===== config.mk =====
export PLATFORM = sky130hd
export DESIGN_NAME = matmul_sequencer
export DESIGN_NICKNAME = d
export VERILOG_FILES = /design/src/rtl/tpu_pkg.sv /design/src/rtl/matmul_sequencer.sv
export SDC_FILE = /design/constraint.sdc
export NUM_CORES = 1
export LEC_CHECK = 0
export CAP_MARGIN = 10
export CORE_MARGIN = 2
export CORE_UTILIZATION = 44
export DETAILED_ROUTE_END_ITERATION = 10
export GPL_TIMING_DRIVEN = 1
export PLACE_DENSITY = 0.73
export SETUP_SLACK_MARGIN = 0.2
export SYNTH_ARGS = -nofsm -noshare
export SYNTH_HDL_FRONTEND = slang
export SYNTH_SLANG_ARGS = --single-unit

===== constraint.sdc =====
create_clock -name clk -period 4.85 [get_ports clk]
set_input_delay 0.97 -clock clk [delete_from_list [all_inputs] [get_ports clk]]
set_output_delay 0.97 -clock clk [all_outputs]
set_load 0.02 [all_outputs]

===== src/rtl/tpu_pkg.sv =====
// Shared TPU definitions: command opcodes, sequencer states and error codes.
package tpu_pkg;

  typedef enum logic [1:0] {
    OP_LOAD_W  = 2'd0,
    OP_LOAD_IN = 2'd1,
    OP_COMPUTE = 2'd2,
    OP_STORE   = 2'd3
  } op_e;

  typedef enum logic [2:0] {
    S_IDLE      = 3'd0,
    S_LOAD_W    = 3'd1,
    S_LOAD_IN   = 3'd2,
    S_COMPUTE   = 3'd3,
    S_WAIT_FULL = 3'd4,
    S_STORE     = 3'd5,
    S_FINISH    = 3'd6
  } state_e;

  localparam logic [1:0] ERR_NONE       = 2'd0;
  localparam logic [1:0] ERR_NO_WEIGHTS = 2'd1;
  localparam logic [1:0] ERR_TIMEOUT    = 2'd2;

endpackage


===== src/rtl/matmul_sequencer.sv =====
// Matmul command sequencer: accepts one command at a time and walks the
// datapath through load / compute / store, reporting completion and errors.
module matmul_sequencer
  import tpu_pkg::*;
#(
  parameter int COMPUTE_CYCLES = 4,
  parameter int FULL_TIMEOUT   = 15
) (
  input  logic        clk,
  input  logic        reset,
  input  logic        cmd_valid,
  output logic        cmd_ready,
  input  logic [1:0]  cmd_op,
  input  logic [12:0] cmd_addr,
  input  logic        acc1_full,
  input  logic        acc2_full,
  output logic [12:0] base_address,
  output logic        load_weight,
  output logic        load_input,
  output logic        valid,
  output logic        store,
  output logic        busy,
  output logic        done,
  output logic [1:0]  err
);

  localparam logic [3:0] CMP_LAST = 4'(COMPUTE_CYCLES - 1);
  localparam logic [7:0] TO_LAST  = 8'(FULL_TIMEOUT - 1);

  state_e      state;
  logic        weights_loaded;
  logic [3:0]  cmp_cnt;
  logic [7:0]  to_cnt;
  logic        seen1, seen2;
  logic        got1, got2;

  // A full flag counts once it has been seen at any point in WAIT_FULL.
  assign got1 = seen1 | acc1_full;
  assign got2 = seen2 | acc2_full;

  // Strobes decode straight from the state register so reset kills them at once.
  assign cmd_ready   = (state == S_IDLE);
  assign busy        = (state != S_IDLE);
  assign load_weight = (state == S_LOAD_W);
  assign load_input  = (state == S_LOAD_IN);
  assign valid       = (state == S_COMPUTE);
  assign store       = (state == S_STORE);
  assign done        = (state == S_FINISH);

  // Sequencer FSM with compute and accumulator-timeout counters.
  always_ff @(posedge clk or negedge reset) begin
    if (!reset) begin
      state          <= S_IDLE;
      base_address   <= '0;
      err            <= ERR_NONE;
      weights_loaded <= 1'b0;
      cmp_cnt        <= '0;
      to_cnt         <= '0;
      seen1          <= 1'b0;
      seen2          <= 1'b0;
    end else begin
      case (state)
        S_IDLE: begin
          if (cmd_valid) begin
            base_address <= cmd_addr;
            err          <= ERR_NONE;
            cmp_cnt      <= '0;
            to_cnt       <= '0;
            case (op_e'(cmd_op))
              OP_LOAD_W:  state <= S_LOAD_W;
              OP_LOAD_IN: state <= S_LOAD_IN;
              OP_COMPUTE: begin
                if (weights_loaded) state <= S_COMPUTE;
                else begin
                  state <= S_FINISH;
                  err   <= ERR_NO_WEIGHTS;
                end
              end
              default:    state <= S_STORE;
            endcase
          end
        end
        S_LOAD_W: begin
          weights_loaded <= 1'b1;
          state          <= S_FINISH;
        end
        S_LOAD_IN: state <= S_FINISH;
        S_COMPUTE: begin
          if (cmp_cnt >= CMP_LAST) begin
            state  <= S_WAIT_FULL;
            seen1  <= 1'b0;
            seen2  <= 1'b0;
            to_cnt <= '0;
          end else if (cmp_cnt != 4'hF) begin
            cmp_cnt <= cmp_cnt + 4'd1;
          end
        end
        S_WAIT_FULL: begin
          if (got1 && got2) begin
            state <= S_FINISH;
          end else if (to_cnt >= TO_LAST) begin
            err   <= ERR_TIMEOUT;
            state <= S_FINISH;
          end else begin
            seen1 <= got1;
            seen2 <= got2;
            if (to_cnt != 8'hFF) to_cnt <= to_cnt + 8'd1;
          end
        end
        S_STORE:  state <= S_FINISH;
        S_FINISH: state <= S_IDLE;
        default:  state <= S_IDLE;
      endcase
    end
  end

endmodule


==> impl_metrics.py, run 1 <==
metrics = {
    "cts": {
        "postCtsResizedCells": 0,
        "hold_buffers": 0,
        "post_cts_buffers": 0,
        "clock_latency_ns": 0.29,
        "cts_tree": "done",
        "clockBufferDepth": 2,
        "cts.sinks": 33,
        "cts.clk_slew.worst_paths_ns": 0.07,
        "numCtsBuffers": 5,
        "clock_tree.root_cell": "clkbuf_8",
        "htree_levels": 2,
    },
    "routing": {
        "num_vias": 1250,
        "top_layer": "met4",
        "via_per_inst": 5.36,
        "firstDrtPassIters": 4,
        "wl_met3_um": 152,
        "avgRoutedWirePerCell_um": 15.6,
        "drt_iter0_drc": 70,
        "drt-total-wl_um": 3640,
        "met2_length_um": 1810,
        "ant_nets": 0,
        "wl_met1_um": 1610,
        "drc": 0,
    },
    "timing": {
        "timing.final.crit_share_pct": 61.3,
        "clock_skew_ns": 0.0113,
        "final_hold_viol_count": 0,
        "rsz0062_at_grt": "false",
        "period_minus_slack_ns": 2.97,
        "whs_ns": 0.493,
        "slew_violations": 0,
        "worst_pin_slew_ns": 0.574,
        "slew_headroom_pct": 61.5,
        "setup_viol": 0,
        "fin_ws_ns": 1.88,
        "max_freq_mhz": 337,
        "fin_tns_setup_ns": 0,
    },
    "final_layout": {
        "multi_input_area_sq_um": 747,
        "final.fill_count": 330,
        "fin_cells": 233,
        "finalNetCount": 211,
        "syn_to_final_growth_pct": 31.8,
        "seqCellArea_sq_um": 826,
        "antenna_cells": 0,
        "drive_gt1_share_pct": 20.0,
    },
    "place": {
        "io_buffer_count": 41,
        "dp_hpwl_um": 2700,
        "globalplace.congestion": 1.00,
        "place_ws_ns": 2.00,
        "placed_cells": 226,
    },
    "global_route": {
        "grt-ovfl-total": 0,
        "grt_pass1_vias": 1298,
        "grt_antenna_before_repair": 0,
        "grt_pass1_wl_um": 6040,
        "grt_usage_pct": 19.1,
        "grt_max_degree": 34,
    },
    "synthesis": {
        "synth_cells": 140,
        "yosysUniqueCellTypes": 43,
        "yosysSeqAreaShare_pct": 50.0,
        "avgSynthCellArea_sq_um": 11.8,
        "synth_adder_area_share_pct": 4.54,
        "async_flop_share_pct": 100,
        "yosysWarnings": 0,
        "netlist.top_cell.by_area": "dfrtp_1",
        "synth_area_sq_um": 1650,
        "synth.top_cell.area_share_pct": 50.0,
        "synth_edf_count": 0,
        "synth_area_leaders": "dfrtp_1 50%, mux2_2 9.5%, ha_1 4.5%",
        "synth_xor_area_share_pct": 0,
        "synth_flop_cell": "dfrtp_1",
        "synth_top_family_by_area": "simple AND/OR/NAND/NOR gates",
        "synth_compound_area_share_pct": 13.4,
        "synth-seq-cells": 33,
        "synth-simple-area-share_pct": 17.7,
        "synthMuxAreaShare_pct": 9.54,
        "syn_nets": 166,
    },
    "setup_path": {
        "cp_max_fo": 13,
        "end_kind": "primary output",
        "worstSetupPathType": "reg -> out",
        "required_ns": 3.88,
        "cp-start-kind": "register",
        "arrival_ns": 2.00,
    },
    "floorplan": {
        "start_util_pct": 45.5,
        "coreArea_sq_um": 3630,
        "die_w_um": 65.3,
        "io_pins": 42,
        "rows": 22,
        "die_y_um": 65.3,
        "dieArea_sq_um": 4260,
    },
    "pwr": {
        "peakVddDrop_mv": 0.299,
        "p_per_area_nw_per_um2": 569,
        "leakage_nw": 0.946,
        "power_mw": 1.24,
    },
    "worst_hold_path": {
        "min_path_type": "reg -> reg",
    },
    "run": {
        "cap_viol_max_count": 0,
    },
    "run_status": {
        "status": "finished clean",
    },
}
[cell families after synthesis]
family	Yosys count
AO/OA/AOI/OAI	31
adder cells (fa/ha/maj)	6
buffers and inverters	14
flip-flops	33
multiplexers	14
AND/OR/NAND/NOR	42
[cells in the mapped netlist (2+ instances only)]
cell type	number
a211oi_1	4
o2bb2ai_1	2
nor2_1	9
nand3_1	4
a21oi_1	9
nor2b_1	4
mux2_2	14
buf_6	2
dfrtp_1	33
inv_1	9
nand2_1	7
ha_1	6
buf_2	2
a31oi_1	2
nand4_1	2
o21ai_0	3
nor4b_4	2
[worst paths after layout]
check | slack [ns] | cells past startpoint | to | startpoint
max | 1.88 | 3 | cmd_ready | state[1]
min | 0.49 | 2 | seen2 | seen2
max reg2reg | 2.90 | 5 | to_cnt[4] | cmp_cnt[0]
min reg2reg | 0.49 | 2 | seen2 | seen2
max in group asynchronous | 3.47 | 2 | to_cnt[4] | reset
min in group asynchronous | 1.09 | 2 | to_cnt[3] | reset
[state kept, by name, summed over array words and instances, names as in the netlist]
| signal | count |
|---|---|
| base_address | 13 |
| cmp_cnt | 4 |
| err | 2 |
| seen1 | 1 |
| seen2 | 1 |
| state | 3 |
| to_cnt | 8 |
| weights_loaded | 1 |
[critical path: stages, from the launching register on]
cell and delay, ns:
dfrtp_1 0.54, or3_4 0.42, inv_1 0.12, clkdlybuf4s50_1 0.63
[cell usage in the layout, fill, tap and decap left out, types with 2 or more instances in the layout]
cell type | netlist | final
clkbuf_8 | 1 | 6
a21oi_1 | 9 | 9
nor2_1 | 9 | 9
inv_1 | 9 | 9
nor4b_4 | 2 | 2
dfrtp_1 | 33 | 33
o2bb2ai_1 | 2 | 2
a31oi_1 | 2 | 2
nand2_1 | 7 | 7
nand3_1 | 4 | 4
ha_1 | 6 | 6
nand4_1 | 2 | 2
o21ai_0 | 3 | 3
clkdlybuf4s50_1 | 0 | 41
mux2_2 | 14 | 14
nor2b_1 | 4 | 4
buf_4 | 0 | 2
a211oi_1 | 4 | 4
[area by class of cell]
cell class	instances	share of cell area [%]
Clock buffer	7	3.96
Inverter	9	1.55
Multi-Input combinational cell	93	34.3
Sequential cell	33	37.9
Tap cell	48	2.76
Timing Repair Buffer	43	19.5
[metal layers]
metal  vias up  GRT usage [%]
li1        594              -
met1       612           23.4
met2        37           30.6
met3         7           6.85
met4         0           7.81
met5         -              0
[power breakdown]
group | internal [mW] | switching [mW] | total [mW]
sequential | 0.376 | 0.0907 | 0.467
combinational | 0.298 | 0.268 | 0.566
clock | 0.112 | 0.0943 | 0.207
total | 0.786 | 0.453 | 1.24
[per-stage QoR]
stage          utilization [%]  instance area (sq um)
3_5_place_dp              57.6                   2090
4_1_cts                   60.0                   2180
5_1_grt                   60.0                   2180
2_1_floorplan                -                   1650
3_3_place_gp              57.6                   2090
6_report                  60.0                   2180
Power figures use the tool's default switching activity.
==> run 2: changes to the inputs <==
PLACE_DENSITY = 0.76   (was 0.73)
clock period = 2.6 ns   (was 4.85 ns; I/O delays follow)
==> impl_metrics.py, run 2 (same netlist as run 1, synthesis figures left out) <==
metrics = {
    "final_layout": {
        "final_common_cell": "clkdlybuf4s50_1",
        "most-common-layout-cells": "39 x clkdlybuf4s50_1, 30 x dfrtp_1, 14 x mux2_2",
        "largest_reg_flops": 13,
        "top_register": "base_address",
        "syn_to_final_growth_pct": 34.6,
        "finalNetCount": 212,
        "drive_gt1_share_pct": 23.0,
        "final_util_pct": 61.2,
        "antenna_cells": 0,
        "reg_top3": "base_address x13, to_cnt x8, cmp_cnt x4",
    },
    "routing": {
        "drt-total-wl_um": 3620,
        "num_vias": 1256,
        "drt_iter0_drc": 39,
        "drc": 0,
        "avgRoutedWirePerCell_um": 15.4,
        "via_per_inst": 5.34,
        "ant_nets": 0,
        "firstDrtPassIters": 4,
    },
    "floorplan": {
        "die_w_um": 65.3,
        "die_y_um": 65.3,
        "dieArea_sq_um": 4260,
        "rows": 22,
        "start_util_pct": 45.5,
        "io_pins": 42,
        "coreArea_sq_um": 3630,
    },
    "setup_path": {
        "max_stage_delay_ns": 0.64,
        "cp-start-kind": "register",
        "rrSetupSlack_ns": 0.81,
        "r2r_cells": 4,
        "end_kind": "primary output",
        "arrival_ns": 1.79,
        "r2r_start": "to_cnt[4]",
        "crit_chain": "and3b_2 -> clkdlybuf4s50_1",
        "cp.buffers_inverters": 1,
        "cp_max_fo": 12,
        "worstSetupPathType": "reg -> out",
        "critPathTopFamily": "buffers and inverters",
        "r2r-end": "to_cnt[0]",
        "slowest_stage": "clkdlybuf4s50_1",
        "required_ns": 2.08,
    },
    "timing": {
        "timing.final.crit_share_pct": 89.0,
        "slew_headroom_pct": 71.8,
        "rsz0062_at_grt": "false",
        "setup_viol": 0,
        "period_minus_slack_ns": 2.31,
        "final_hold_viol_count": 0,
        "clock_skew_ns": 0.00363,
        "slew_violations": 0,
        "fin_tns_setup_ns": 0,
        "worst_pin_slew_ns": 0.423,
        "max_freq_mhz": 432,
    },
    "global_route": {
        "grt_pass1_wl_um": 6130,
        "grt_usage_pct": 19.0,
        "grt_pass1_vias": 1331,
        "grt_antenna_before_repair": 0,
        "grt_max_degree": 34,
        "grt-ovfl-total": 0,
    },
    "cts": {
        "htree_levels": 2,
        "clock_latency_ns": 0.29,
        "cts.sinks": 33,
        "post_cts_buffers": 0,
        "clock_tree.root_cell": "clkbuf_8",
        "cts_tree": "done",
        "numCtsBuffers": 5,
        "clockBufferDepth": 2,
        "cts.clk_slew.worst_paths_ns": 0.07,
        "hold_buffers": 0,
    },
    "run_status": {
        "status": "finished clean",
    },
    "pwr": {
        "combinationalPowerShare_pct": 43.3,
        "p_per_area_nw_per_um2": 1090,
        "peakVddDrop_mv": 0.584,
        "power_frac_seq_pct": 35.9,
        "leakage_nw": 0.982,
        "p_sw_mw": 0.865,
        "swShare_pct": 35.5,
        "p_int_mw": 1.57,
        "p_clk_share_pct": 20.8,
    },
    "worst_hold_path": {
        "min_path_type": "reg -> reg",
        "min_from": "seen2",
        "hold_path_end": "seen2",
        "whs_path_depth": 2,
    },
    "run": {
        "cap_viol_max_count": 0,
    },
    "place": {
        "dp_hpwl_um": 2620,
        "io_buffer_count": 41,
        "globalplace.congestion": 0.863,
    },
}
==> run 2: layout make-up <==
cell class              count  area, sq um
clock buffers               6         82.6
clock inverters             2         37.5
fillers                   323         1410
inverters                   9         33.8
multi-input cells          93          747
flip-flops and latches     33          830
well taps                  48         60.1
repair buffers             44          434
==> run 2: power by group through the flow <==
stage | combinational [mW] | sequential, mW | clock [mW]
3_5_place_dp | 1.06 | 0.879 | 0
6_report | 1.05 | 0.873 | 0.507
5_1_grt | 1.14 | 0.903 | 0.534
2_1_floorplan | 0.544 | 0.964 | 0
4_1_cts | 1.06 | 0.876 | 0.512
3_3_place_gp | 1.05 | 0.860 | 0
==> run 2: through the flow <==
stage	worst slack (ns)	hold WS, ns	area, sq um	instances	power (mW)
after floorplan	0.840	0.224	1650	140	1.51
after global placement	0.461	0.477	2100	227	1.91
after detailed placement	0.436	0.492	2100	227	1.94
after CTS	0.282	0.508	2220	235	2.45
after global routing	0.237	0.530	2220	235	2.57
final	0.287	0.507	2220	235	2.43
==> run 2: worst min-delay path, cell delays in order, from the launching register on <==
cell     delay [ns]
dfrtp_1        0.35
a21oi_1        0.04
nor2_1         0.08
==> run 2: repair_timing <==
action	in CTS	in global routing
setup endpoints to repair	3	1
cloned	0	0
resized for setup	4	1
==> run 2: layer usage <==
layer,vias to the layer above,GRT usage (%),wire length [um]
li1,597,-,-
met1,615,23.5,1580
met5,-,0,0
met2,32,30.7,1770
met4,0,7.03,79
met3,12,6.51,184
==> run 2: how the worst max path moves through the flow <==
stage,cells past startpoint,to,startpoint,slack (ns)
6_report,2,valid,state[2],0.29
5_1_grt,2,valid,state[2],0.24
4_1_cts,3,load_weight,state[0],0.28
3_5_place_dp,5,to_cnt[0],cmd_valid,0.44
3_3_place_gp,3,cmd_ready,state[0],0.46
2_1_floorplan,6,err[0],state[2],0.84
==> run 3: changes to the inputs <==
ABC_AREA = 1   (was default)
PLACE_DENSITY = 0.75   (was 0.76)
==> impl_metrics.py, run 3 <==
metrics = {
    "run_status": {
        "status": "finished clean",
    },
    "cts": {
        "cts_tree": "done",
        "cts.sinks": 33,
        "clockBufferDepth": 2,
        "post_cts_buffers": 0,
        "hold_buffers": 0,
        "clock_tree.root_cell": "clkbuf_8",
        "postCtsResizedCells": 0,
        "htree_levels": 2,
        "clock_latency_ns": 0.28,
        "cts.clk_slew.worst_paths_ns": 0.07,
        "numCtsBuffers": 5,
    },
    "place": {
        "io_buffer_count": 41,
        "globalplace.congestion": 0.764,
        "place_ws_ns": 0.670,
        "dp_hpwl_um": 2660,
        "place_area_sq_um": 2210,
    },
    "floorplan": {
        "die_w_um": 66.7,
        "dieArea_sq_um": 4450,
        "io_pins": 42,
        "coreArea_sq_um": 3720,
        "start_util_pct": 46.6,
        "rows": 22,
        "die_y_um": 66.7,
    },
    "pwr": {
        "peakVddDrop_mv": 0.709,
        "power_mw": 2.59,
        "leakage_nw": 1.25,
        "p_per_area_nw_per_um2": 1120,
    },
    "synthesis": {
        "synth_top_family_by_area": "simple AND/OR/NAND/NOR gates",
        "synthMuxAreaShare_pct": 0,
        "synth_area_sq_um": 1730,
        "synth-seq-cells": 33,
        "netlist.top_cell.by_area": "dfrtp_1",
        "synth_flop_cell": "dfrtp_1",
        "yosysMostFrequentCell": "nand2_1",
        "synth_adder_area_share_pct": 4.34,
        "synth_compound_area_share_pct": 3.61,
        "syn_nets": 256,
        "async_flop_share_pct": 100,
        "synth.top_cell.area_share_pct": 47.7,
        "yosysUniqueCellTypes": 21,
        "synth_cells": 230,
        "synth_edf_count": 0,
        "yosysWarnings": 0,
        "synth_commonest_cells": "83 x nand2_1, 33 x dfrtp_1, 29 x nand3_1, 25 x inv_1, 20 x nor2_1",
        "yosysSeqAreaShare_pct": 47.7,
        "synth_xor_area_share_pct": 0,
        "synth_area_leaders": "dfrtp_1 48%, nand2_1 18%, nand3_1 8.4%",
        "avgSynthCellArea_sq_um": 7.53,
        "synth-simple-area-share_pct": 37.0,
    },
    "timing": {
        "max_freq_mhz": 449,
        "slew_headroom_pct": 71.9,
        "clock_skew_ns": 0.00490,
        "final_hold_viol_count": 0,
        "fin_ws_ns": 0.372,
        "whs_ns": 0.473,
        "fin_tns_setup_ns": 0,
        "slew_violations": 0,
        "period_minus_slack_ns": 2.23,
        "rsz0062_at_grt": "false",
        "timing.final.crit_share_pct": 85.7,
        "worst_pin_slew_ns": 0.421,
        "setup_viol": 0,
    },
    "final_layout": {
        "finish.instance_area_sq_um": 2320,
        "antenna_cells": 0,
        "syn_to_final_growth_pct": 34.1,
        "largest_reg_flops": 13,
        "finalNetCount": 303,
        "reg_top3": "base_address x13, to_cnt x8, cmp_cnt x4",
        "final.fill_count": 346,
        "top_register": "base_address",
        "final_common_cell": "nand2_1",
        "most-common-layout-cells": "83 x nand2_1, 41 x clkdlybuf4s50_1, 33 x dfrtp_1, 29 x nand3_1, 25 x inv_1",
        "drive_gt1_share_pct": 8.63,
    },
    "routing": {
        "drc": 0,
        "num_vias": 1559,
        "ant_nets": 0,
        "avgRoutedWirePerCell_um": 11.1,
        "firstDrtPassIters": 4,
        "drt-total-wl_um": 3610,
        "drt_iter0_drc": 72,
        "via_per_inst": 4.78,
    },
    "global_route": {
        "grt_pass1_vias": 1468,
        "grt-ovfl-total": 0,
        "grt_pass1_wl_um": 6220,
        "grt_max_degree": 34,
        "grt_antenna_before_repair": 0,
        "grt_usage_pct": 18.7,
    },
    "worst_hold_path": {
        "min_path_type": "reg -> reg",
    },
    "setup_path": {
        "rrSetupSlack_ns": 0.98,
        "required_ns": 2.08,
        "arrival_ns": 1.71,
        "end_kind": "primary output",
        "cp_max_fo": 5,
        "cp-start-kind": "register",
        "worstSetupPathType": "reg -> out",
    },
    "run": {
        "cap_viol_max_count": 0,
    },
}
[run 3: cell count changes in the layout (fill, tap and decap cells not counted), sizes merged, moves of 5 or more]
cell	change
mux2	-14
nor2	+16
nand2	+79
a21oi	-5
inv	+20
nand3	+26
[run 3: worst paths after layout]
| kind | endpoint | from | cells past startpoint |
|---|---|---|---|
| min reg2reg | to_cnt[7] | to_cnt[7] | 2 |
| min | to_cnt[7] | to_cnt[7] | 2 |
| max in group asynchronous | to_cnt[1] | reset | 2 |
| max | cmd_ready | state[0] | 4 |
| max reg2reg | err[1] | state[0] | 9 |
| min in group asynchronous | err[0] | reset | 2 |
[run 3: power by group]
part,switching (mW),total (mW),internal (mW)
clock network,0.180,0.492,0.312
registers,0.139,0.826,0.687
logic,0.756,1.27,0.516
total,1.07,2.59,1.52
[run 3: area by class of cell]
| class | count | area, sq um | area share (%) |
|---|---|---|---|
| sequential | 33 | 826 | 35.6 |
| clock buffer | 7 | 86.3 | 3.72 |
| inverter | 29 | 109 | 4.69 |
| timing repair buffer | 44 | 433 | 18.6 |
| clock inverter | 1 | 30.0 | 1.29 |
| multi-input combinational | 164 | 778 | 33.5 |
| tap | 48 | 60.1 | 2.59 |
[run 3: kinds of logic (layout without fill, tap and decap cells)]
family | count (synthesis) | count (layout)
AO/OA/AOI/OAI | 12 | 12
adder cells (fa/ha/maj) | 6 | 6
AND/OR/NAND/NOR | 146 | 146
flip-flops | 33 | 33
buffers and inverters | 33 | 81
[run 3: routing by layer]
layer	up-vias	track usage (%)	part of all wire, %
met5	-	0	0
met4	0	6.12	1.3
met3	5	7.09	7.3
met2	42	32.1	47
met1	705	21.4	44
li1	807	-	-
[run 3: worst max-delay path: stages, from the launching register on]
cell and delay, ns:
dfrtp_1 0.45, nor2_2 0.20, nand2_2 0.10, inv_2 0.07, clkdlybuf4s50_1 0.62
[run 3: metrics by stage]
stage / instances / util, %
6_report: 326 / 62.5
5_1_grt: 326 / 62.5
4_1_cts: 326 / 62.5
3_5_place_dp: 318 / 59.4
3_3_place_gp: 318 / 59.4
2_1_floorplan: 230 / -
